### src/rtl/i2c_pkg.sv
// i2c_pkg: shared I2C definitions for the temperature sensor slave and i2c_master.
// Contents: slave FSM state enum, bus condition enum, ACK/NACK and R/W bit levels,
// and an address compare helper.
package i2c_pkg;
    typedef enum logic [2:0] {
        IDLE, ADDR, ADDR_ACK, TX_BYTE, RX_ACK, RX_BYTE, WR_ACK, WAIT_STOP
    } i2c_state_t;
    typedef enum logic [1:0] {BUS_NONE, BUS_START, BUS_STOP} bus_cond_t;
    localparam logic ACK     = 1'b0;
    localparam logic NACK    = 1'b1;
    localparam logic RW_READ = 1'b1;
    function automatic logic addr_match(input logic [6:0] a, input logic [6:0] b);
        return a == b;
    endfunction
endpackage

### src/rtl/i2c_temp_sensor_slave_if.sv
// i2c_temp_sensor_slave_if: I2C pad-side signals of the temperature sensor slave.
// scl_in/sda_in: raw pad levels; sda_oe: open-drain enable (1 = pull SDA low).
interface i2c_temp_sensor_slave_if;
    logic scl_in;
    logic sda_in;
    logic sda_oe;
    modport master (output scl_in, output sda_in, input sda_oe);
    modport slave  (input scl_in, input sda_in, output sda_oe);
endinterface

### src/rtl/i2c_bus_sync.sv
// i2c_bus_sync: synchronizes raw SCL/SDA and detects SCL edges and START/STOP.
// Ports: clk, rst (async active-low), scl_raw/sda_raw in; sda (synced),
// scl_rise/scl_fall one-cycle pulses, cond (START/STOP pulse) out.
module i2c_bus_sync
    import i2c_pkg::*;
#(
    parameter int STAGES = 2
) (
    input  logic      clk,
    input  logic      rst,
    input  logic      scl_raw,
    input  logic      sda_raw,
    output logic      sda,
    output logic      scl_rise,
    output logic      scl_fall,
    output bus_cond_t cond
);
    logic [STAGES-1:0] scl_sr, sda_sr;
    logic scl, scl_d, sda_d;
    // Idle bus level is high, so flops reset to 1 to avoid fake edges on release.
    always_ff @(posedge clk or negedge rst) begin
        if (!rst) begin
            scl_sr <= '1;
            sda_sr <= '1;
            scl_d  <= 1'b1;
            sda_d  <= 1'b1;
        end else begin
            scl_sr <= (scl_sr << 1) | STAGES'(scl_raw);
            sda_sr <= (sda_sr << 1) | STAGES'(sda_raw);
            scl_d  <= scl;
            sda_d  <= sda;
        end
    end
    assign scl      = scl_sr[STAGES-1];
    assign sda      = sda_sr[STAGES-1];
    assign scl_rise = scl & ~scl_d;
    assign scl_fall = ~scl & scl_d;
    assign cond     = (scl && scl_d && sda_d && !sda) ? BUS_START :
                      (scl && scl_d && !sda_d && sda) ? BUS_STOP : BUS_NONE;
endmodule

### src/rtl/i2c_temp_sensor_slave.sv
// i2c_temp_sensor_slave: I2C slave returning a 16-bit temperature register on reads.
// Ports: clk, rst (async active-low), bus (scl_in/sda_in/sda_oe), temp_data in;
// busy, rd_done, wr_data, wr_stb out.
// Macro I2C_SLAVE_WRITE_EN enables master writes (ACKed, stored to wr_data, pulsed on wr_stb).
module i2c_temp_sensor_slave
    import i2c_pkg::*;
#(
    parameter logic [6:0] DEV_ADDR    = 7'h4B,
    parameter int         SYNC_STAGES = 2
) (
    input  logic                    clk,
    input  logic                    rst,
    i2c_temp_sensor_slave_if.slave  bus,
    input  logic [15:0]             temp_data,
    output logic                    busy,
    output logic                    rd_done,
    output logic [7:0]              wr_data,
    output logic                    wr_stb
);
`ifdef I2C_SLAVE_WRITE_EN
    localparam logic WRITE_EN = 1'b1;
`else
    localparam logic WRITE_EN = 1'b0;
`endif
    logic sda, scl_rise, scl_fall;
    bus_cond_t cond;
    i2c_state_t state, state_n;
    logic [3:0] cnt, cnt_n;
    logic [7:0] sr, sr_n, tx, tx_n, nxt_byte, wr_data_n;
    logic [15:0] shadow, shadow_n;
    logic sel, sel_n, oe, oe_n, busy_n, rd_done_n, wr_stb_n;

    i2c_bus_sync #(.STAGES(SYNC_STAGES)) u_sync (
        .clk      (clk),
        .rst      (rst),
        .scl_raw  (bus.scl_in),
        .sda_raw  (bus.sda_in),
        .sda      (sda),
        .scl_rise (scl_rise),
        .scl_fall (scl_fall),
        .cond     (cond)
    );

    assign bus.sda_oe = oe;
    // After byte 2 the read wraps back to the high byte of the same shadow.
    assign nxt_byte = sel ? shadow[15:8] : shadow[7:0];

    always_ff @(posedge clk or negedge rst) begin
        if (!rst) begin
            state   <= IDLE;
            cnt     <= '0;
            sr      <= '0;
            tx      <= '0;
            shadow  <= '0;
            sel     <= 1'b0;
            oe      <= 1'b0;
            busy    <= 1'b0;
            rd_done <= 1'b0;
            wr_data <= '0;
            wr_stb  <= 1'b0;
        end else begin
            state   <= state_n;
            cnt     <= cnt_n;
            sr      <= sr_n;
            tx      <= tx_n;
            shadow  <= shadow_n;
            sel     <= sel_n;
            oe      <= oe_n;
            busy    <= busy_n;
            rd_done <= rd_done_n;
            wr_data <= wr_data_n;
            wr_stb  <= wr_stb_n;
        end
    end

    // sda_oe only changes on scl_fall cycles (or START/STOP, where it is already released).
    always_comb begin
        state_n   = state;
        cnt_n     = cnt;
        sr_n      = sr;
        tx_n      = tx;
        shadow_n  = shadow;
        sel_n     = sel;
        oe_n      = oe;
        busy_n    = busy;
        rd_done_n = 1'b0;
        wr_data_n = wr_data;
        wr_stb_n  = 1'b0;
        if (cond == BUS_STOP) begin
            state_n = IDLE;
            oe_n    = 1'b0;
            busy_n  = 1'b0;
        end else if (cond == BUS_START) begin
            state_n = ADDR;
            cnt_n   = '0;
            oe_n    = 1'b0;
        end else begin
            case (state)
                ADDR: begin
                    if (scl_rise) begin
                        sr_n  = {sr[6:0], sda};
                        cnt_n = cnt + 4'd1;
                    end else if (scl_fall && cnt == 4'd8) begin
                        if (addr_match(sr[7:1], DEV_ADDR) && (sr[0] == RW_READ || WRITE_EN)) begin
                            state_n  = ADDR_ACK;
                            oe_n     = 1'b1;
                            busy_n   = 1'b1;
                            shadow_n = sr[0] ? temp_data : shadow;
                        end else begin
                            state_n = WAIT_STOP;
                            busy_n  = 1'b0;
                        end
                    end
                end
                ADDR_ACK: begin
                    if (scl_fall) begin
                        cnt_n   = '0;
                        sel_n   = 1'b0;
                        tx_n    = shadow[15:8];
                        state_n = sr[0] ? TX_BYTE : RX_BYTE;
                        oe_n    = sr[0] ? ~shadow[15] : 1'b0;
                    end
                end
                TX_BYTE: begin
                    if (scl_fall) begin
                        if (cnt == 4'd7) begin
                            state_n = RX_ACK;
                            oe_n    = 1'b0;
                        end else begin
                            cnt_n = cnt + 4'd1;
                            tx_n  = tx << 1;
                            oe_n  = ~tx[6];
                        end
                    end
                end
                RX_ACK: begin
                    if (scl_rise && sda == NACK) begin
                        state_n   = WAIT_STOP;
                        rd_done_n = 1'b1;
                        oe_n      = 1'b0;
                    end else if (scl_fall) begin
                        state_n = TX_BYTE;
                        cnt_n   = '0;
                        sel_n   = ~sel;
                        tx_n    = nxt_byte;
                        oe_n    = ~nxt_byte[7];
                    end
                end
                RX_BYTE: begin
                    if (scl_rise) begin
                        sr_n  = {sr[6:0], sda};
                        cnt_n = cnt + 4'd1;
                    end else if (scl_fall && cnt == 4'd8) begin
                        state_n   = WR_ACK;
                        oe_n      = 1'b1;
                        wr_data_n = sr;
                        wr_stb_n  = 1'b1;
                    end
                end
                WR_ACK: begin
                    if (scl_fall) begin
                        state_n = RX_BYTE;
                        cnt_n   = '0;
                        oe_n    = 1'b0;
                    end
                end
                default: ;
            endcase
        end
    end
endmodule

### src/flat_wrapper.sv
// flat-port wrapper written by rule: the top's interface ports become plain ports
module i2c_temp_sensor_slave_flat import i2c_pkg::*;
#(
    parameter logic [6:0] DEV_ADDR    = 7'h4B,
    parameter int         SYNC_STAGES = 2
)
  (clk, rst, temp_data, busy, rd_done, wr_data, wr_stb, bus_scl_in, bus_sda_in, bus_sda_oe);
  i2c_temp_sensor_slave_if bus_i ();
  input  logic clk;
  input  logic rst;
  input  logic [15:0] temp_data;
  output logic busy;
  output logic rd_done;
  output logic [7:0] wr_data;
  output logic wr_stb;
  input wire logic [$bits(bus_i.scl_in)-1:0] bus_scl_in;
  input wire logic [$bits(bus_i.sda_in)-1:0] bus_sda_in;
  output wire logic [$bits(bus_i.sda_oe)-1:0] bus_sda_oe;
  assign bus_i.scl_in = bus_scl_in;
  assign bus_i.sda_in = bus_sda_in;
  assign bus_sda_oe = bus_i.sda_oe;
  i2c_temp_sensor_slave #(.DEV_ADDR(DEV_ADDR), .SYNC_STAGES(SYNC_STAGES)) u_core (.clk(clk), .rst(rst), .bus(bus_i), .temp_data(temp_data), .busy(busy), .rd_done(rd_done), .wr_data(wr_data), .wr_stb(wr_stb));
endmodule
### config.mk
export PLATFORM = sky130hd
export DESIGN_NAME = i2c_temp_sensor_slave_flat
export DESIGN_NICKNAME = d
export VERILOG_FILES = /design/src/rtl/i2c_pkg.sv /design/src/rtl/i2c_temp_sensor_slave_if.sv /design/src/rtl/i2c_bus_sync.sv /design/src/rtl/i2c_temp_sensor_slave.sv /design/src/flat_wrapper.sv
export SDC_FILE = /design/constraint.sdc
export NUM_CORES = 1
export LEC_CHECK = 0
export BUFFER_PORTS_ARGS = -buffer_cell sky130_fd_sc_hd__buf_4
export CORE_MARGIN = 5
export CORE_UTILIZATION = 55
export CTS_BUF_LIST = sky130_fd_sc_hd__clkbuf_8
export DETAILED_ROUTE_END_ITERATION = 16
export PLACE_DENSITY_LB_ADDON = 0.15
export SETUP_SLACK_MARGIN = 0.15
export SYNTH_ARGS = -nofsm -noshare
export SYNTH_HDL_FRONTEND = slang
export SYNTH_SLANG_ARGS = --single-unit
### constraint.sdc
create_clock -name clk -period 2.4 [get_ports clk]
set_input_delay 0.48 -clock clk [delete_from_list [all_inputs] [get_ports clk]]
set_output_delay 0.48 -clock clk [all_outputs]
set_load 0.02 [all_outputs]
# --- Yosys cells after proc, flatten, opt, wreduce, memory -nomap -nowiden ---
# Cells that the tools add are included.
word_totals:
  register_bits: 57
  output_inout_bits: 12
  wordCells: 152
op_classes:
  add_sub_neg: 1
  eq_ne: 32
  n_mux: 64
  bitwise_logic: 13
  n_reduce_logical: 27
ops:
  columns: ["op", "n"]
  rows:
  - ["2-to-1 mux 3 bit", 14]
  - ["2-to-1 mux 7 bit", 5]
  - ["2-to-1 mux 1 bit", 31]
  - ["!= test 4 x 1 -> 1 bit, second input constant", 7]
  - ["2-to-1 mux 4 bit", 6]
  - ["one-hot mux 7 bit (3 select lines)", 1]
  - ["AND reduction 10 bit", 2]
  - ["one-hot mux 3 bit (6 select lines)", 1]
  - ["one-hot mux 4 bit (4 select lines)", 1]
  - ["AND reduction 6 bit", 2]
  - ["equality test 3 bit, second input constant", 3]
  - ["NOT 1 bit", 9]
  - ["logical AND 1 bit", 8]
  - ["2-to-1 mux 8 bit", 1]
  - ["!= test 2 x 1 -> 1 bit, second input constant", 4]
  - ["!= test 4 bit, second input constant", 2]
  - ["AND reduction 4 bit", 2]
  - ["AND reduction 8 bit", 1]
  - ["nonzero test 8 bit", 1]
  - ["equality test 7 bit, second input constant", 1]
  - ["AND reduction 7 bit", 1]
  - ["equality test 3 x 2 -> 1 bit, second input constant", 2]
  - ["!= test 2 bit, second input constant", 3]
  - ["!= test 3 x 1 -> 1 bit, second input constant", 2]
  - ["19 further kinds", 27]

# --- Depth between registers and ports, before layout ---
logic_depth:
  ltp_word: 8
  depth_mapped: 8

# --- Modules after synthesis ---
# Synthesis repeated with hierarchy kept, for this count alone.
unflattened:
  cells_unflattened: 248
  area_unflattened_um2: 2925.3
by_module_without_submodules:
  columns: ["mod", "n_inst", "cells_each", "area_per_inst_um2"]
  rows:
  - ["i2c_temp_sensor_slave", 1, 238, 2732.6]
  - ["i2c_bus_sync", 1, 10, 192.7]

# --- Least setup slack after synthesis ---
# No wires, ideal clock.
synth_path:
  path_type: "register to register"
  from: "register u_core.u_sync.scl_d"
  to: "register u_core.shadow[0]"
  setup_ns: 0.125
  t_arrival_ns: 1.774
  required_ns: 2.275
  path_slack_ns: 0.502
  stages_incl_launch_ff: 7
  n_path_buf: 1
  synth_period_minus_slack_ns: 1.898
  cell_sequence: "dfstp_2 -> nand2b_4 -> nor3_4 -> nand3_1 -> nor2_4 -> buf_4 -> mux2_2"
synth_via:
  elab_chain_cells: 8
  elab_cells_between_ends: 17
synth_rtl:
  columns: ["item", "line", "rtl"]
  rows:
  - ["from (decl)", "i2c_bus_sync.sv:19", "logic scl, scl_d, sda_d;"]
  - ["from (signal assigned)", "i2c_bus_sync.sv:30", "scl_d <= scl;"]
  - ["logical AND 1 bit", "i2c_bus_sync.sv:38, i2c_bus_sync.sv:39", null]
  - ["logical AND 1 bit (2 in series)", "i2c_bus_sync.sv:39", "(scl && scl_d && !sda_d && sda) ? BUS_STOP : BUS_NONE;"]
  - ["2-to-1 mux 2 bit", "i2c_bus_sync.sv:39", null]
  - ["2-to-1 mux 2 bit", "i2c_bus_sync.sv:38", "assign cond = (scl && scl_d && sda_d && !sda) ? BUS_START :"]
  - ["equality test 2 bit / equality test 2 x 1 -> 1 bit (equally long branches)", "i2c_temp_sensor_slave.sv:89, i2c_temp_sensor_slave.sv:93", null]
  - ["NOT 1 bit (no source line)", null, null]
  - ["AND reduction 7 bit (no source line) (*)", null, null]
  - ["to (signal assigned)", "i2c_temp_sensor_slave.sv:66", "shadow <= shadow_n;"]
  - ["to (decl)", "i2c_temp_sensor_slave.sv:30", "logic [15:0] shadow, shadow_n;"]
# Mark *: on every way between the ends. The rest lies on a longest branch, timed or not.
# A chain may end at the register's enable or synchronous reset.

# --- Worst setup path after layout ---
layout_path:
  from: "register u_core.state[0]"
  to: "register u_core.cnt[3]"
layout_via:
  elab_chain_cells: 4
  elab_cells_between_ends: 16
layout_rtl:
  columns: ["item", "line", "rtl"]
  rows:
  - ["from (decl)", "i2c_temp_sensor_slave.sv:27", "i2c_state_t state, state_n;"]
  - ["from (signal assigned)", "i2c_temp_sensor_slave.sv:62", "state <= state_n;"]
  - ["equality test 3 x 1 -> 1 bit, or another cell as far along", "i2c_temp_sensor_slave.sv:98", "case (state)"]
  - ["OR reduction 2 bit (no source line)", null, null]
  - ["!= test 3 x 1 -> 1 bit (no source line), or another cell as far along", null, null]
  - ["AND reduction 6 bit (no source line) / 2-to-1 mux 4 bit (equally long branches)", null, null]
  - ["to (signal assigned)", "i2c_temp_sensor_slave.sv:63", "cnt <= cnt_n;"]
  - ["to (decl)", "i2c_temp_sensor_slave.sv:28", "logic [3:0] cnt, cnt_n;"]
# Parallel ways exist; a longest one is shown, timed or not.

==> flow_metrics.env <==
export IMPL_startpoint="u_core.state[0]$_DFFE_PN0P_"
export IMPL_cts_htree_levels=3
export IMPL_n_fill_cell=378
export IMPL_worstPathRequired_ns=2.66
export IMPL_num_vias=1883
export IMPL_final_core_util=0.675
export IMPL_stdcell_count=337
export IMPL_num_antenna_cells=0
export IMPL_final_common_cell="dfrtp_1"
export IMPL_slowest_delay_ns=0.70
export IMPL_power_frac_clock=0.281
export IMPL_place_gp_congestion=0.879
export IMPL_cp_depth=5
export IMPL_seqCellArea_um2=1430
export IMPL_path_max_fanout=19
export IMPL_slew_viol_final=0
export IMPL_grt_pass1_wl_mm=9.14
export IMPL_dp_cells=320
export IMPL_finish_net_count=287
export IMPL_cp_arrival_ns=2.37
export IMPL_placed_area_um2=2970
export IMPL_max_freq_mhz=475
export IMPL_clockBufferDepth=2
export IMPL_path_buf_inv=0
export IMPL_overflow=0
export IMPL_postSynthCellCount=226
export IMPL_p_seq_frac=0.438
export IMPL_fin_ws_ns=0.295
export IMPL_crit_type="reg -> reg"
export IMPL_syn_area_um2=2680
export IMPL_final_area_um2=3190
export IMPL_p_switching_mw=1.09
export IMPL_whs_ns=0.192
export IMPL_antenna_found_initial=0
export IMPL_multi_input_area_um2=1170
export IMPL_synthToLayoutAreaGrowth_pct=18.9
export IMPL_finalPower_mw=3.17
export IMPL_cpMaxStageDelayCell="dfrtp_1"
export IMPL_die_h_um=79.8
export IMPL_dp_worst_setup_slack_ns=0.266
export IMPL_avgViaCountPerCell=5.59
export IMPL_comb_power_share=0.281
export IMPL_synth_seq_area_share=0.535
export IMPL_port_buffers=31
export IMPL_finalCriticalPeriod_ns=2.10
export IMPL_ctsResizeCount=0
export IMPL_synth_async_sr_flop_share=1.00
export IMPL_end_kind="flip-flop"
export IMPL_coreArea_um2=4720
export IMPL_p_leak_nw=1.46
export IMPL_remaining_drc_errors=0
export IMPL_synth_edf_count=0
export IMPL_path_cells="nor2b_1 -> o31ai_4 -> nand3_4 -> or4_1 -> a21oi_1"
export IMPL_crit_end="u_core.cnt[3]$_DFFE_PN0P_"
export IMPL_cp_start_kind="flip-flop"
export IMPL_r2r_slack_ns=0.30
export IMPL_ios=32
export IMPL_synthFlopType="dfrtp_1"
export IMPL_routedWlPerCell_um=15.7
export IMPL_setup_tns_final_ns=0
export IMPL_syn_area_per_cell_um2=11.9
export IMPL_irDropWorstVdd_uv=466
export IMPL_maxCapViolCount=0
export IMPL_root_buffer="clkbuf_8"
export IMPL_cts_buffers=9
export IMPL_grt_pass1_vias=1850
export IMPL_cts_sinks=57
export IMPL_dpl_hpwl_mm=3.53
export IMPL_reg2reg_to="u_core.cnt[3]$_DFFE_PN0P_"
export IMPL_clkSlewWorstSetupHoldPaths_ns=0.06
export IMPL_critPathTopFamily="simple AND/OR/NAND/NOR gates"
export IMPL_worstMarginPinSlew_ns=0.709
export IMPL_rsz0062_at_grt="false"
export IMPL_final_cell_mix="dfrtp_1, buf_4, mux2_2, nor2_1, a21oi_1"
export IMPL_swShare=0.344
export IMPL_cts_hold_fix_buffers=0
export IMPL_yosys_register_bits=57
export IMPL_track_usage=0.188
export IMPL_yosysWarnings=0
export IMPL_drive_gt1_frac=0.385
export IMPL_intPower_mw=2.08
export IMPL_row_count=25
export IMPL_initial_core_util=0.568
export IMPL_cts_setup_buffers=0
export IMPL_status="finished clean"
export IMPL_fin_crit_sh=0.877
export IMPL_synth_cell_types=50
export IMPL_final_hold_viol_count=0
export IMPL_r2r_start="u_core.state[0]$_DFFE_PN0P_"
export IMPL_maxSlewHeadroom=0.528
export IMPL_die_area_um2=6370
export IMPL_synth_fp_nets=248
export IMPL_hp_class="in -> async"
export IMPL_die_w_um=79.8
export IMPL_grt_max_degree=58
export IMPL_report_final_setup_viol=0
export IMPL_drtPass1Iterations=5
export IMPL_final_antenna_net_count=0
export IMPL_first_iter_violations=156
export IMPL_worst_clock_skew_ns=0.00536
export IMPL_wl_mm=5.30
export IMPL_cts_tree="done"
export IMPL_clk_latency_ns=0.34
export IMPL_r2r_cells=5
export IMPL_power_density_nw_per_um2=992
[layout make-up]
type | instances | share of cell area
Timing Repair Buffer | 36 | 0.0887
Multi-Input combinational cell | 155 | 0.367
Inverter | 6 | 0.00706
Tap cell | 67 | 0.0263
Clock inverter | 6 | 0.0180
Sequential cell | 57 | 0.450
Clock buffer | 10 | 0.0432
[how the worst min path moves through the flow]
stage               depth (start not counted)  slack [ns]                                end
finish                                      1        0.19      u_core.bus.sda_oe$_DFFE_PN0P_
global route                                1        0.23  u_core.u_sync.scl_sr[0]$_DFF_PN1_
CTS                                         1        0.22           u_core.rd_done$_DFF_PN0_
detailed placement                          0        0.35  u_core.u_sync.sda_sr[1]$_DFF_PN1_
global placement                            0        0.35  u_core.u_sync.scl_sr[1]$_DFF_PN1_
floorplan                                   0        0.18      u_core.bus.sda_oe$_DFFE_PN0P_
[cells by family after synthesis]
group,after synthesis,synth area share
AND/OR/NAND/NOR,70,0.159
adder cells (fa/ha/maj),2,0.00933
AO/OA/AOI/OAI,49,0.125
multiplexers,34,0.143
flip-flops,57,0.535
buffers and inverters,14,0.0289
[cell usage after synthesis (2+ instances only)]
master	n	area share
clkbuf_1	2	0.0028
a21oi_1	16	0.030
nand2_1	13	0.018
nand2b_1	5	0.012
buf_4	2	0.0056
a22oi_1	7	0.020
and3b_2	2	0.0075
nor2b_1	5	0.012
nand3b_1	3	0.0084
o21ai_0	7	0.013
o31ai_1	2	0.0056
dfstp_2	6	0.059
inv_1	6	0.0084
buf_6	2	0.0084
ha_1	2	0.0093
dfrtp_1	51	0.48
mux2_2	33	0.14
nor2_1	19	0.027
nor3_1	2	0.0037
nand3_1	4	0.0075
a31oi_1	8	0.019
[worst register-to-register path, delay by kind of cell, from the launching register on]
kind	cells	cell delay (ns)
AO/OA/AOI/OAI	2	0.44
flip-flops	1	0.70
AND/OR/NAND/NOR	3	0.89
[power by group through the flow]
stage / Clock [mW] / Combinational [mW] / Sequential [mW]
after CTS: 0.908 / 0.887 / 1.38
after floorplan: 0 / 0.762 / 1.29
final: 0.889 / 0.890 / 1.39
after global placement: 0 / 0.866 / 1.39
after global routing: 0.957 / 0.992 / 1.42
after detailed placement: 0 / 0.885 / 1.40
[flip-flops by register name (all words and copies together), names as in the netlist]
name,flops
u_core.shadow,16
u_core.sr,8
u_core.wr_data,8
u_core.tx,7
u_core.cnt,4
u_core.state,3
u_core.u_sync.scl_sr,2
u_core.u_sync.sda_sr,2
u_core.bus.sda_oe,1
u_core.busy,1
u_core.rd_done,1
u_core.sel,1
u_core.u_sync.scl_d,1
u_core.u_sync.sda_d,1
u_core.wr_stb,1
[metal layers]
layer  vias to the layer above  track usage  wire [um]
li1                        898            -          -
met5                         -            0          0
met1                       929        0.262       2580
met3                         9       0.0587        241
met4                         0       0.0693         74
met2                        47        0.275       2410
(Power assumes the default switching activity.)
